$ cat src/rtl/axis_packet_framer_if.sv
// Word-stream bus between the serial bridge, the framer and the downstream consumer.
interface axis_packet_framer_if;
  logic        tvalid;
  logic        tready;
  logic        tlast;
  logic [31:0] tdata;
  logic [7:0]  tuser;

  modport master (output tvalid, tlast, tdata, tuser, input tready);
  modport slave  (input tvalid, tlast, tdata, output tready);
endinterface

$ cat src/rtl/axis_packet_framer.sv
// Splits a raw word stream into packets: [31:24] opcode, [15:0] length N, then N payload words.
// Optional stall timeout with a FLUSH beat is enabled by defining AXIS_PACKET_FRAMER_TIMEOUT_EN.
module axis_packet_framer #(
  parameter int TIMEOUT_CYCLES = 4096
) (
  input  logic                 aclk,
  input  logic                 reset,
  axis_packet_framer_if.slave  s_axis,
  axis_packet_framer_if.master m_axis,
  output logic                 busy,
  output logic [7:0]           err_count
);

`ifdef AXIS_PACKET_FRAMER_TIMEOUT_EN
  typedef enum logic [1:0] {HEADER = 2'd0, PAYLOAD = 2'd1, FLUSH = 2'd2} state_t;
`else
  typedef enum logic [0:0] {HEADER = 1'b0, PAYLOAD = 1'b1} state_t;
`endif

  state_t      state, state_nxt;
  logic [7:0]  opcode;
  logic [15:0] remaining;
  logic        out_vld, out_last;
  logic [31:0] out_dat;
  logic [7:0]  out_user;
  logic        out_free;
  logic        s_rdy, hdr_ok, hdr_zero, pay_load, pay_last, err_inc;
  logic        unused_in;

  assign out_free  = !out_vld || m_axis.tready;
  assign unused_in = ^{s_axis.tlast, s_axis.tdata[23:16]};

`ifdef AXIS_PACKET_FRAMER_TIMEOUT_EN
  localparam int STALL_W = $clog2(TIMEOUT_CYCLES + 1);
  logic [STALL_W-1:0] stall_cnt;
  logic               stall, timeout, flush_load;

  // Stall time accumulates only while the bridge offers nothing; a blocked beat just holds the count.
  assign stall   = (state == PAYLOAD) && !s_axis.tvalid;
  assign timeout = stall && (stall_cnt == STALL_W'(TIMEOUT_CYCLES - 1));
  assign err_inc = hdr_zero || timeout;

  always_ff @(posedge aclk or posedge reset) begin
    if (reset)
      stall_cnt <= '0;
    else if (state != PAYLOAD || pay_load || timeout)
      stall_cnt <= '0;
    else if (stall)
      stall_cnt <= stall_cnt + STALL_W'(1);
  end
`else
  logic [31:0] unused_timeout_cfg;
  assign unused_timeout_cfg = 32'(TIMEOUT_CYCLES);
  assign err_inc = hdr_zero;
`endif

  always_ff @(posedge aclk or posedge reset) begin
    if (reset) state <= HEADER;
    else       state <= state_nxt;
  end

  always_comb begin
    state_nxt = state;
    case (state)
      HEADER:  if (hdr_ok) state_nxt = PAYLOAD;
      PAYLOAD: begin
        if (pay_last) state_nxt = HEADER;
`ifdef AXIS_PACKET_FRAMER_TIMEOUT_EN
        else if (timeout) state_nxt = FLUSH;
`endif
      end
`ifdef AXIS_PACKET_FRAMER_TIMEOUT_EN
      FLUSH:   if (flush_load) state_nxt = HEADER;
`endif
      default: state_nxt = HEADER;
    endcase
  end

  // Headers are taken regardless of the output register, so a pending last beat never blocks parsing.
  always_comb begin
    s_rdy    = 1'b0;
    hdr_ok   = 1'b0;
    hdr_zero = 1'b0;
    pay_load = 1'b0;
    pay_last = 1'b0;
`ifdef AXIS_PACKET_FRAMER_TIMEOUT_EN
    flush_load = 1'b0;
`endif
    case (state)
      HEADER: begin
        s_rdy    = !reset;
        hdr_ok   = s_axis.tvalid && !reset && (s_axis.tdata[15:0] != 16'd0);
        hdr_zero = s_axis.tvalid && !reset && (s_axis.tdata[15:0] == 16'd0);
      end
      PAYLOAD: begin
        s_rdy    = out_free;
        pay_load = s_axis.tvalid && out_free;
        pay_last = pay_load && (remaining == 16'd1);
      end
`ifdef AXIS_PACKET_FRAMER_TIMEOUT_EN
      FLUSH: flush_load = out_free;
`endif
      default: s_rdy = 1'b0;
    endcase
  end

  always_ff @(posedge aclk or posedge reset) begin
    if (reset) begin
      opcode    <= 8'd0;
      remaining <= 16'd0;
      out_vld   <= 1'b0;
      out_last  <= 1'b0;
      out_dat   <= 32'd0;
      out_user  <= 8'd0;
      err_count <= 8'd0;
    end else begin
      if (hdr_ok) begin
        opcode    <= s_axis.tdata[31:24];
        remaining <= s_axis.tdata[15:0];
      end else if (pay_load) begin
        remaining <= remaining - 16'd1;
      end

      if (pay_load) begin
        out_vld  <= 1'b1;
        out_dat  <= s_axis.tdata;
        out_last <= pay_last;
        out_user <= opcode;
      end
`ifdef AXIS_PACKET_FRAMER_TIMEOUT_EN
      else if (flush_load) begin
        out_vld  <= 1'b1;
        out_dat  <= 32'd0;
        out_last <= 1'b1;
        out_user <= opcode;
      end
`endif
      else if (m_axis.tready) begin
        out_vld <= 1'b0;
      end

      if (err_inc && err_count != 8'hFF) err_count <= err_count + 8'd1;
    end
  end

  assign s_axis.tready = s_rdy;
  assign m_axis.tvalid = out_vld;
  assign m_axis.tlast  = out_last;
  assign m_axis.tdata  = out_dat;
  assign m_axis.tuser  = out_user;
  assign busy          = (state != HEADER);

endmodule

$ cat src/flat_wrapper.sv
// flat-port wrapper written by rule: the top's interface ports become plain ports
module axis_packet_framer_flat 
#(
  parameter int TIMEOUT_CYCLES = 4096
)
  (aclk, reset, busy, err_count, s_axis_tvalid, s_axis_tlast, s_axis_tdata, s_axis_tready, m_axis_tvalid, m_axis_tlast, m_axis_tdata, m_axis_tuser, m_axis_tready);
  axis_packet_framer_if s_axis_i ();
  axis_packet_framer_if m_axis_i ();
  input  logic aclk;
  input  logic reset;
  output logic busy;
  output logic [7:0] err_count;
  input wire logic [$bits(s_axis_i.tvalid)-1:0] s_axis_tvalid;
  input wire logic [$bits(s_axis_i.tlast)-1:0] s_axis_tlast;
  input wire logic [$bits(s_axis_i.tdata)-1:0] s_axis_tdata;
  output wire logic [$bits(s_axis_i.tready)-1:0] s_axis_tready;
  output wire logic [$bits(m_axis_i.tvalid)-1:0] m_axis_tvalid;
  output wire logic [$bits(m_axis_i.tlast)-1:0] m_axis_tlast;
  output wire logic [$bits(m_axis_i.tdata)-1:0] m_axis_tdata;
  output wire logic [$bits(m_axis_i.tuser)-1:0] m_axis_tuser;
  input wire logic [$bits(m_axis_i.tready)-1:0] m_axis_tready;
  assign s_axis_i.tvalid = s_axis_tvalid;
  assign s_axis_i.tlast = s_axis_tlast;
  assign s_axis_i.tdata = s_axis_tdata;
  assign s_axis_tready = s_axis_i.tready;
  assign m_axis_tvalid = m_axis_i.tvalid;
  assign m_axis_tlast = m_axis_i.tlast;
  assign m_axis_tdata = m_axis_i.tdata;
  assign m_axis_tuser = m_axis_i.tuser;
  assign m_axis_i.tready = m_axis_tready;
  axis_packet_framer #(.TIMEOUT_CYCLES(TIMEOUT_CYCLES)) u_core (.aclk(aclk), .reset(reset), .s_axis(s_axis_i), .m_axis(m_axis_i), .busy(busy), .err_count(err_count));
endmodule
$ cat config.mk
export PLATFORM = sky130hd
export DESIGN_NAME = axis_packet_framer_flat
export DESIGN_NICKNAME = d
export VERILOG_FILES = /design/src/rtl/axis_packet_framer_if.sv /design/src/rtl/axis_packet_framer.sv /design/src/flat_wrapper.sv
export SDC_FILE = /design/constraint.sdc
export NUM_CORES = 1
export LEC_CHECK = 0
export CELL_PAD_IN_SITES_DETAIL_PLACEMENT = 0
export CELL_PAD_IN_SITES_GLOBAL_PLACEMENT = 1
export CORE_ASPECT_RATIO = 0.7
export CORE_MARGIN = 4
export CORE_UTILIZATION = 38
export CTS_CLUSTER_DIAMETER = 60
export DETAILED_ROUTE_END_ITERATION = 7
export PLACE_DENSITY_LB_ADDON = 0.1
export SLEW_MARGIN = 20
export SYNTH_ARGS = -nofsm -noshare
export SYNTH_HDL_FRONTEND = slang
export SYNTH_SLANG_ARGS = --single-unit
export TNS_END_PERCENT = 5
$ cat constraint.sdc
create_clock -name aclk -period 5.5 [get_ports aclk]
set_clock_uncertainty 0.15 [all_clocks]
set_input_delay 1.1 -clock aclk [delete_from_list [all_inputs] [get_ports aclk]]
set_output_delay 1.1 -clock aclk [all_outputs]
set_load 0.02 [all_outputs]
* After elaboration in Yosys (flattened, before gate mapping)
Index checks and enable logic that the tools add are counted.
Operators by class: bitwise gates (word level) 1, reductions and logical operators 13, equal/unequal tests 2, $add $sub $neg 2, mux-type cells 12
Operators with widths (number):
- 16-bit two-way mux | 2
- 16-bit by 1-bit == test with 1-bit output, second input constant | 1
- 16-bit zero test | 1
- 16-bit nonzero test | 1
- 16-bit by 1-bit subtractor with 16-bit output, second input constant | 1
- 8-bit by 1-bit adder with 8-bit output, second input constant | 1
- 1-bit two-way mux | 8
- 8-bit inequality test, second input constant | 1
- 1-bit logical AND | 6
- 1-bit one-hot mux with 2 select lines | 2
- 2-bit nonzero test | 2
- 1-bit zero test | 2
- 1-bit logical OR | 1
- 1-bit NOT | 1
Storage, ports and cells: flip-flop bits (word level) 75, output and inout port bits 52, bits of input ports 37

* Logic depth before layout (Yosys ltp)
depth in word-level cells 7, mapped depth 7, mapped depth without buffers 6

* Worst setup path before layout
No wires, ideal clock.
path type input -> output, start point input port reset, end point output port s_axis_tready, data arrival time 3153 ps, buffers on the path 0, data required time 4250 ps, cell stages on the path 2, path slack 1097 ps, path through inv_1 > mux2_2
Between the ends: cells in the longest elaborated chain, start to end 2
Ends and longest elaborated chain:
- from (decl) | RTL line flat_wrapper.sv:10 | input logic reset;
- 1-bit zero test (no line)
- 1-bit one-hot mux with 2 select lines | RTL line axis_packet_framer.sv:89 | case (state)
- to (decl) | RTL line flat_wrapper.sv:16 | output wire logic [$bits(s_axis_i.tready)-1:0] s_axis_tready;
No other way between the ends.

* Final worst setup path
start point input port m_axis_tready, end point output port s_axis_tready
Between the ends: cells in the longest elaborated chain, start to end 2
Ends and longest elaborated chain:
- from (decl) | RTL line flat_wrapper.sv:21 | input wire logic [$bits(m_axis_i.tready)-1:0] m_axis_tready;
- 1-bit logical OR | RTL line axis_packet_framer.sv:30 | assign out_free = !out_vld || m_axis.tready;
- 1-bit one-hot mux with 2 select lines | RTL line axis_packet_framer.sv:89
No other way between the ends.

==> run summary <==
Total wire length: 8.284 mm
CTS tree: built
CP Max Fanout: 6
Clk_lat worst skew: 0.33 ns
Hold Crit Endpoint: u_core.m_axis.tuser[5]$_DFFE_PP0P_
Initial Util: 0.4014
Register bit count reported by yosys: 75
Ant diodes: 0
Commonest non-fill, non-tap cell in the layout: nand2_1
Die Y: 85.43 µm
Die area: 10130 µm²
Worst vdd ir: 0.0001974 V
Number of vias per cell: 4.971
Via count: 2744
RSZ-0062 raised after global routing: no
Detailed Routing Iterations Pass 1: 4
Power per cell area: 476.5 nW/µm²
Gate Count Post-Synth: 360
Number of placement rows: 27
Commonest cells after routing, fill and taps aside: nand2_1, clkdlybuf4s50_1, dfrtp_1
Placed cell areas: 4225 µm²
Worst-path clk slew: 0.06 ns
Netlist cell types: 36
Flop-to-flop setup slack: 2.98 ns
Postcts setup bufs: 0
Run status: finished, final reports clean
Global route overflow: 0
Leakage: 2.095 nW
Compound-Gate Fraction of Synth Area: 0.06190
Critical path arrival: 2.59 ns
GP Congestion: 0.7725
Hold path cells: 2
Synth Area in XOR/XNOR: 0.02153
Mean Syn Cell Area: 9.040 µm²
Iteration-0 DRC Markers: 258
Area Growth Syn to Fin: 39.95%
Fraction of registers with async set/reset: 1.000
IO buf count: 87
Critical path capture point type: output port
Hold/Removal Path Class: flop to flop
Hold_sp: u_core.opcode[5]$_DFFE_PP0P_
Fin nets: 486
CTS buffer count: 9
Post-Syn Area: 3254 µm²
First-pass GRT wire length: 14.29 mm
Largest net degree at the start of global routing: 76
Worst r2r path cells: 5
Max-Cap Viols: 0
Post-Synth Adder-Cell Area: 0.01153
I/O pins: 89
Detail Route Antenna Nets: 0
Syn Nets: 400
Max-slew violations: 0
Post-synth EDFFs: 0
Fmax: 0.2601 GHz
Yosys warns: 0
Deepest clock path buffer count: 2
WL per Instance: 15.01 µm
R2r endpoint: u_core.busy$_DFF_PP0_
Crit path from: m_axis_tready
Fin crit share: 0.6989
Fin area: 4554 µm²
Core box area: 8108 µm²
CP Data Required Time: 4.25 ns
Critical path startpoint category: input pin
WS Path Type: input pin to output port
Mux share of post-synthesis cell area: 0.01384
Rel. slew slack: 0.3646
CTS sink cnt: 75
Root Driver: clkbuf_16
H-tree levels: 3
Post-CTS sizing: 0
Tot GR Track Use: 0.1777
Initial antenna violation count: 0
Synth Area in Simple Gates: 0.2914
Largest family of logic cells by synthesized area: simple AND/OR/NAND/NOR gates
Seq/Total Area, Yosys: 0.5767
Setup TNS: 0 ns
Share of layout cells above drive strength 1: 0.07539
R2r startpoint: u_core.remaining[9]$_DFFE_PP0P_
Endpoints failing setup: 0
Number of global-route vias before repair: 2801
CTS Hold Buffers Added: 0
Final worst path period need: 3.844 ns
DP HPWL: 5.532 mm
Post-route DRC violation count: 0
Die Span X: 118.6 µm
Endpoints failing hold: 0
Top FF cell, synth: dfrtp_1
Measured slew at the worst slew-check pin: 0.9531 ns
-- routing by layer --
layer,vias to the layer above,share of wire,track usage
met3,10,0.076,0.07662
met1,1295,0.49,0.2481
met2,71,0.42,0.2541
li1,1368,-,-
met4,0,0.0085,0.04416
met5,-,0,0
-- worst max-delay path: stages --
cell and delay, ns:
clkdlybuf4s50_1 0.45, nand2b_1 0.22, mux2_2 0.20, clkdlybuf4s50_1 0.63
-- Yosys cell counts (all sizes together) (3+ instances only) --
master,n,area [µm²]
a21oi,3,15.01
a31oi,4,25.02
clkbuf,13,48.80
dfrtp,75,1877
ha,3,37.54
inv,5,18.77
mux2,4,45.04
nand2,169,634.4
nand3,11,55.05
nand4,4,25.02
nor2,9,33.78
nor3,3,15.01
nor4,7,43.79
o211ai,4,30.03
o21ai,10,53.80
o311ai,5,43.79
or3,3,21.27
or4,5,50.05
xnor2,4,35.03
xor2,4,35.03
-- state kept, by name, summed over array words and instances, names as in the netlist --
signal                flops
u_core.busy               1
u_core.m_axis.tdata      32
u_core.opcode             8
u_core.m_axis.tuser       8
u_core.m_axis.tvalid      1
u_core.m_axis.tlast       1
u_core.err_count          8
u_core.remaining         16
-- cell type report --
class,instances,area (µm²)
Clock buffer,12,256.5
Clock inverter,4,72.57
Fill cell,771,3553
Inverter,5,20.02
Multi-Input combinational cell,265,1309
Sequential cell,75,1877
Tap cell,101,126.4
Timing Repair Buffer,90,893.4
-- where the power goes --
group          internal (W)  switching (W)
Sequential         0.000731       0.000122
Combinational      0.000313       0.000364
Clock              0.000421       0.000220
-- how the worst max path moves through the flow --
| stage | to | depth (start not counted) |
|---|---|---|
| 2_1_floorplan | s_axis_tready | 2 |
| 3_3_place_gp | u_core.remaining[13]$_DFFE_PP0P_ | 6 |
| 3_5_place_dp | u_core.remaining[13]$_DFFE_PP0P_ | 6 |
| 4_1_cts | s_axis_tready | 4 |
| 5_1_grt | s_axis_tready | 4 |
| 6_report | s_axis_tready | 4 |
-- kinds of logic (layout without fill, tap and decap cells) --
logic type                 Yosys count  after routing
and+or+nand+nor                    220            220
DFF                                 75             75
AOI/OAI and AO/OA                   30             30
buffers and inverters               20            111
xor gates and xnor gates             8              8
muxes                                4              4
adders and majority gates            3              3
-- through the flow --
| step | util | total power (W) | instances | worst slack [ns] | hold WS [ns] |
|---|---|---|---|---|---|
| 2_1_floorplan | - | 0.001221 | 360 | 1.097 | 0.2886 |
| 3_3_place_gp | 0.5211 | 0.001529 | 536 | 1.665 | 0.2966 |
| 3_5_place_dp | 0.5211 | 0.001541 | 536 | 1.660 | 0.2995 |
| 4_1_cts | 0.5617 | 0.002198 | 552 | 1.659 | 0.3152 |
| 5_1_grt | 0.5617 | 0.002321 | 552 | 1.578 | 0.3323 |
| 6_report | 0.5617 | 0.002170 | 552 | 1.656 | 0.3105 |
Note: power is estimated with default switching activity, not from simulation.
